File: src/rtl/logic_unit_arbiter.sv
// Round-robin arbiter and sequencer that time-shares one WIDTH-bit logic unit
// (AND/NAND/OR/XOR) between four requesters, holding each tagged result until acked.
module logic_unit_arbiter #(
  parameter int unsigned WIDTH = 4
) (
  input  logic                 clk,
  input  logic                 rst_n,
  input  logic [3:0]           req,
  input  logic [7:0]           op,
  input  logic [4*WIDTH-1:0]   a,
  input  logic [4*WIDTH-1:0]   b,
  output logic [3:0]           gnt,
  output logic                 out_valid,
  output logic [1:0]           out_id,
  output logic [WIDTH-1:0]     out_data,
  input  logic                 out_ack,
  output logic                 busy
);

  typedef enum logic [1:0] {IDLE, EXEC, RESP} state_t;

  state_t           state, state_nxt;
  logic [1:0]       ptr;
  logic [1:0]       win;
  logic             win_vld;
  logic [1:0]       idx;
  logic [1:0]       op_q;
  logic [WIDTH-1:0] a_q, b_q;
  logic [WIDTH-1:0] res;

  always_ff @(posedge clk or negedge rst_n) begin
    if (!rst_n) state <= IDLE;
    else        state <= state_nxt;
  end

  always_comb begin
    state_nxt = state;
    case (state)
      IDLE:    if (win_vld) state_nxt = EXEC;
      EXEC:    state_nxt = RESP;
      RESP:    if (out_ack) state_nxt = IDLE;
      default: state_nxt = IDLE;
    endcase
  end

  // Search ptr, ptr+1, ... (mod 4); first asserted request wins.
  always_comb begin
    win     = '0;
    win_vld = 1'b0;
    idx     = '0;
    for (int unsigned k = 0; k < 4; k++) begin
      idx = ptr + k[1:0];
      if (!win_vld && req[idx]) begin
        win_vld = 1'b1;
        win     = idx;
      end
    end
  end

  always_comb begin
    res = '0;
    case (op_q)
      2'b00: res = a_q & b_q;
      2'b01: res = ~(a_q & b_q);
      2'b10: res = a_q | b_q;
      2'b11: res = a_q ^ b_q;
      default: res = '0;
    endcase
  end

  always_ff @(posedge clk or negedge rst_n) begin
    if (!rst_n) begin
      ptr       <= '0;
      op_q      <= '0;
      a_q       <= '0;
      b_q       <= '0;
      gnt       <= '0;
      out_valid <= 1'b0;
      out_id    <= '0;
      out_data  <= '0;
      busy      <= 1'b0;
    end else begin
      busy <= (state_nxt != IDLE);
      case (state)
        IDLE: if (win_vld) begin
          op_q   <= op[{win, 1'b0} +: 2];
          a_q    <= a[win*WIDTH +: WIDTH];
          b_q    <= b[win*WIDTH +: WIDTH];
          gnt    <= 4'b0001 << win;
          out_id <= win;
        end
        EXEC: begin
          out_data  <= res;
          out_valid <= 1'b1;
          gnt       <= '0;
        end
        RESP: if (out_ack) begin
          out_valid <= 1'b0;
          ptr       <= out_id + 2'd1;
        end
        default: ;
      endcase
    end
  end

endmodule

File: config.mk
export PLATFORM = sky130hd
export DESIGN_NAME = logic_unit_arbiter
export DESIGN_NICKNAME = d
export VERILOG_FILES = /design/src/rtl/logic_unit_arbiter.sv
export SDC_FILE = /design/constraint.sdc
export NUM_CORES = 1
export LEC_CHECK = 0
export CORE_ASPECT_RATIO = 1.75
export CORE_MARGIN = 3
export CORE_UTILIZATION = 46
export CTS_BUF_LIST = sky130_fd_sc_hd__clkbuf_8
export DETAILED_ROUTE_END_ITERATION = 10
export PLACE_DENSITY = 0.83
export REMOVE_ABC_BUFFERS = 1
export SKIP_LAST_GASP = 1
export SLEW_MARGIN = 20
export SYNTH_ARGS = -nofsm -noshare
export SYNTH_HDL_FRONTEND = slang
export SYNTH_SLANG_ARGS = --single-unit
export TNS_END_PERCENT = 5
File: constraint.sdc
create_clock -name clk -period 2.45 [get_ports clk]
set_input_delay 0.49 -clock clk [delete_from_list [all_inputs] [get_ports clk]]
set_output_delay 0.49 -clock clk [all_outputs]
set_load 0.05 [all_outputs]
== After elaboration in Yosys (flattened, before gate mapping) ==
Index checks and enable logic that the tools add are counted.

* Register bits: 26
* Input bits: 47
* Logic and storage cells: 72

* Add/sub/neg operators: 4
* Magnitude comparators: 4
* Equal/unequal tests: 7
* Shifts and indexed selects: 4
* Muxes and demuxes: 24
* Bitwise gates (word level): 4
* Reduce and logical (&&, ||, !) cells: 15

{| class="wikitable"
|+ Operators with widths
! cell !! number
|-
| indexed part select 16 x 5 -> 4 bit || 2
|-
| one-hot mux 4 bit (4 select lines) || 1
|-
| < comparator 2 x 3 -> 1 bit, second input constant || 4
|-
| 2-to-1 mux 2 bit || 6
|-
| 2-to-1 mux 1 bit || 9
|-
| binary-select mux 1 bit (select 2 bit) || 4
|-
| one-hot mux 4 bit (2 select lines) || 1
|-
| AND reduction 2 bit || 4
|-
| indexed part select 8 x 4 -> 2 bit || 1
|-
| equality test 2 bit, second input constant || 3
|-
| one-hot mux 2 bit (3 select lines) || 1
|-
| nonzero test 2 bit || 3
|-
| adder 2 x 1 -> 2 bit, second input constant || 2
|-
| adder 2 bit, second input constant || 2
|-
| AND 4 bit || 1
|-
| equality test 2 x 1 -> 1 bit, second input constant || 2
|-
| logical NOT 2 bit || 2
|-
| 2-to-1 mux 4 bit || 1
|-
| inequality test 2 bit, second input constant || 2
|-
| inverter 4 bit || 1
|-
| bitwise OR 4 bit || 1
|-
| << shifter 1 x 2 -> 4 bit, first input constant || 1
|-
| XOR 4 bit || 1
|-
| logical AND 1 bit || 3
|-
| 2 further kinds || 4
|}

== Depth between registers and ports, before layout ==
Gate-level depths: netlist (run 1).

* Depth in word-level cells: 15
* Depth in mapped cells: 8
* Mapped depth without buffers: 6

== Least setup slack after synthesis (run 1) ==
No wires, ideal clock.

* Path kind: register to register
* From: reg ptr[1]
* To: reg a_q[0]
* Library setup time: 126 ps
* Data arrival time: 1791 ps
* Slack: 533 ps
* Stages on the path, launching flop included: 9
* Path buffers: 3
* Clock period less this slack: 1917 ps
* Cell sequence: dfrtp_1 > buf_6 > mux2i_1 > o22ai_1 > or2_1 > buf_6 > buf_6 > mux2_4 > a221o_1

* Longest elaborated chain between the ends: 13
* Elaborated cells on any way between the ends: 27
* Classes of those cells: add/sub: 3; shift: 1; mux: 16; reduce/logical: 7

{| class="wikitable"
|+ Ends and longest elaborated chain
! item !! RTL line !! text
|-
| from (decl) || 23 || <nowiki>logic [1:0] ptr;</nowiki>
|-
| from (signal assigned) || 99 || <nowiki>ptr <= out_id + 2'd1;</nowiki>
|-
| branches (longest 13 deep; another with adder 2 x 1 -> 2 bit) || n/a ||
|-
| to (signal assigned) || 87 || <nowiki>a_q <= a[win*WIDTH +: WIDTH];</nowiki>
|-
| to (decl) || 28 || <nowiki>logic [WIDTH-1:0] a_q, b_q;</nowiki>
|}

Parallel ways; which one is timed is not known. The select of a mux whose other input is x is not followed.
A chain may end at the register's enable or synchronous reset.

== Worst setup path in the final report (run 1) ==
* From: in req[2]
* To: reg op_q[0]

* Longest elaborated chain between the ends: 13
* Elaborated cells on any way between the ends: 24
* Classes of those cells: shift: 1; mux: 16; reduce/logical: 7

{| class="wikitable"
|+ Ends and longest elaborated chain
! item !! RTL line !! text
|-
| from (decl) || 8 || <nowiki>input logic [3:0] req,</nowiki>
|-
| binary-select mux 1 bit (select 2 bit) || 53 || <nowiki>if (!win_vld && req[idx]) begin</nowiki>
|-
| 2-to-1 mux 1 bit (not written as such) || 53 ||
|-
| 2-to-1 mux 1 bit || 53 ||
|-
| logical NOT 1 bit || 53 ||
|-
| logical AND 1 bit || 53 ||
|-
| 2-to-1 mux 1 bit || 53 ||
|-
| logical NOT 1 bit || 53 ||
|-
| logical AND 1 bit || 53 ||
|-
| 2-to-1 mux 1 bit || 53 ||
|-
| logical NOT 1 bit || 53 ||
|-
| logical AND 1 bit || 53 ||
|-
| 2-to-1 mux 2 bit or 2-to-1 mux 1 bit (tied branches) || 53 ||
|-
| indexed part select 8 x 4 -> 2 bit or AND reduction 2 bit (tied branches) || n/a ||
|-
| to (signal assigned) || 86 || <nowiki>op_q <= op[{win, 1'b0} +: 2];</nowiki>
|-
| to (decl) || 27 || <nowiki>logic [1:0] op_q;</nowiki>
|}

Parallel ways exist; a longest one is shown, timed or not. The select of a mux whose other input is x is not followed.

==> results.md, run 1 <==
* Status: completed
* Synth unique cells at 38
* Maximum number of pins on one net before global-route repair at 27
* Worst Skew at about 0.0042 ns
* DRC viols at 0
* Post-synth EDFFs at 0
* Total GRT Usage at 22.2%
* Clk_lat worst skew at 0.27 ns
* Pint at around 1.5 mW
* Mean post-synth cell area at 9.77 um2
* Dpl ws at -0.0890 ns
* PnR worst setup slack at 0.140 ns
* Initial antenna violation count at 0
* M2 GR Usage at 42.9%
* Fin crit share at between 90% and 100%
* Total gr overflow at 0
* Max Fclk at 433 MHz
* Multi-input gate area at 853 um2
* CTS Sinks at 26
* PortBufs at 58
* Vias in the first global route at 1693
* Fraction of layout cells with a size suffix above 1 at 10.9%
* Core area at between 0.003 and 0.004 mm2
* Arrival @ worst endpoint at 2.41 ns
* Drt pass-1 iters at 4
* Worst-Margin Slew at 0.811 ns
* Leak Pwr at 1.07 nW
* Final Hold Vio Count at 0
* # diodes at 0
* Synth Area in Compound Gates at roughly a quarter
* WL/cell at 16.1 um
* Final min period at 2.31 ns
* Async SR Flop Fraction at 100%
* Clk pin slew, worst setup/hold paths at 0.09 ns
* CTS tree: yes
* Synth Area in Simple Gates at approximately 13%
* H-tree levels at 1
* First-pass GRT wire length at 7470 um
* Post-Synth Adder-Cell Area at 6.17%
* Combinational family with the most area after synthesis: compound AO/OA/AOI/OAI gates
* Sw frac at between 40% and 50%
* Die Area at approximately 0.0043 mm2
* Detail Route Antenna Nets at 0
* Post-Synth XOR/XNOR Area at 0.540%
* Synth area leaders: dfrtp_1 40%, ha_1 6.2%, a221o_1 4.9%
* Worst rel slew slack at 45.8%
* Max Cap Viol at 0
* HPWL after DPL at 3450 um
* Sequential share of the synthesized area at around 40%
* Layout area overhead at 44.0%
* Yosys Warn Count at 0
* Met1 Resource Use GR at a little under a quarter
* Critical path capture point type: flip-flop
* Routed WL at 4380 um
* Hold_buf cts at 0
* Yosys reg bits at 26
* Max Root-Sink Buffers at 2
* Total clock buffers created by CTS at 3
* Clk network pwr share at 8.7%
* Total power at 2.75 mW
* Synth cell count leaders: 26 x dfrtp_1, 16 x nand2_1, 15 x inv_1
* Worst Hold Class: reg2reg
* Routed via count at 1544
* Post-CTS setup buffers at 0
* Initial Util at about half
* Max IR drop VDD at 0.753 mV
* Pwr dens at 1180 mW/mm2
* Cell Rows at 27
* RSZ-0062 raised after global routing: false
* Layout Nets at 286
* Top_reg_cell synth: dfrtp_1
* Num ports at 59
* Synthesized area at about 0.0016 mm2
* GR met3 Demand/Resource at 2.66%
* Filler Cell Count at 277
* Post-Syn Instances at approximately 170
* Finished Layout Cells at approximately 270
* Critical path peak fanout at 11
* Final setup fails at 0
* GRT Max-Usage Layer: met2
* Placer Congestion at 0.835
* Initial DRC count at 54
* Post-CTS sizing at 0
* Synth top area share at 40.1%
* Cell total after placement at 269
* Mux contribution to synthesized area at 9.18%
* Fin. max-slew vios at 0
* Setup Crit Path Kind: in2reg
* CTS root buffer: clkbuf_8
* FF/Latch Area at approximately 650 um2
* Die X at 50.9 um
* Logic pwr share at 60.5%
* Vias per cell at 5.68
* DIE HEIGHT at 84.5 um
* Switching Power at 1.25 mW
* Setup crit start kind: input port
* Synth area leader: dfrtp_1
* Count leader, synth: dfrtp_1
* WP data required at 2.55 ns
* Sequential Power Share at 30.8%
## sequential cells by signal (all words and copies together) (netlist names)
name	count
gnt	4
a_q	4
out_valid	1
ptr	2
op_q	2
b_q	4
out_data	4
state	2
out_id	2
busy	1
## final cells by class
cell class | instances | area share, %
clock buffer | 3 | 1.77
inverter | 16 | 2.57
multi-input combinational | 115 | 36.5
sequential | 26 | 27.9
tap | 43 | 2.30
timing repair buffer | 69 | 28.9
## critical path, stage by stage
cell	delay, ns
clkdlybuf4s50_1	0.54
nor4_1	0.09
or3_1	0.43
nor2_1	0.68
a211oi_1	0.19
## placed cells by master (no fill, tap or decap), types with 5 or more instances in the layout
cell type	instances
a22o_1	8
mux2_4	5
inv_1	15
ha_1	8
a21oi_1	9
nand2b_1	11
a221o_1	8
dfrtp_1	26
nand2_1	16
clkdlybuf4s50_1	58
buf_4	10
o21ai_0	9
## final timing paths
| check | start | endpoint | slack [ns] | cells after the start |
|---|---|---|---|---|
| min in group asynchronous | rst_n | a_q[2] | 0.58 | 2 |
| setup reg to reg | ptr[1] | a_q[1] | 0.45 | 6 |
| hold / removal | gnt[2] | gnt[2] | 0.49 | 1 |
| setup / recovery | req[2] | op_q[0] | 0.14 | 5 |
| hold reg to reg | gnt[2] | gnt[2] | 0.49 | 1 |
| max in group asynchronous | rst_n | gnt[3] | 1.62 | 2 |
## layer usage
layer / share of wire (%) / vias to the layer above
met1: 35 / 740
met5: 0 / -
met4: 1.9 / 0
met3: 5.3 / 11
met2: 58 / 70
li1: - / 723
## metrics by stage
step,hold slack [ns],instance area [um2],TNS [ns],util (%)
6_report,0.492,2330,0,71.2
5_1_grt,0.502,2330,0,71.2
4_1_cts,0.489,2330,0,71.2
3_5_place_dp,0.470,2290,-0.485,70.0
3_3_place_gp,0.460,2290,0,70.0
2_1_floorplan,0.194,1560,0,-
## cell families (layout without fill, tap and decap cells)
kind of cell             count (synthesis)  count (layout)
buffers and inverters                   25              88
AND/OR/NAND/NOR                         41              41
multiplexers                            12              12
AO/OA/AOI/OAI                           53              53
XOR/XNOR                                 1               1
flip-flops                              26              26
adder cells (fa/ha/maj)                  8               8
## power by group through the flow
| stage | logic (mW) | registers (mW) | clock network (mW) |
|---|---|---|---|
| global route | 1.81 | 0.883 | 0.250 |
| global placement | 1.56 | 0.830 | 0 |
| CTS | 1.67 | 0.845 | 0.238 |
| detailed placement | 1.64 | 0.853 | 0 |
| floorplan | 0.782 | 1.11 | 0 |
| finish | 1.66 | 0.845 | 0.238 |
No activity file was read; power rests on OpenSTA's default activity.
==> run 2, diff against run 1 <==
- GPL_ROUTABILITY_DRIVEN: unset -> 0
- SLEW_MARGIN: 20 -> unset
==> results of run 2 <==
Same layout as run 1: the final DEF is identical, and so are final timing and power.
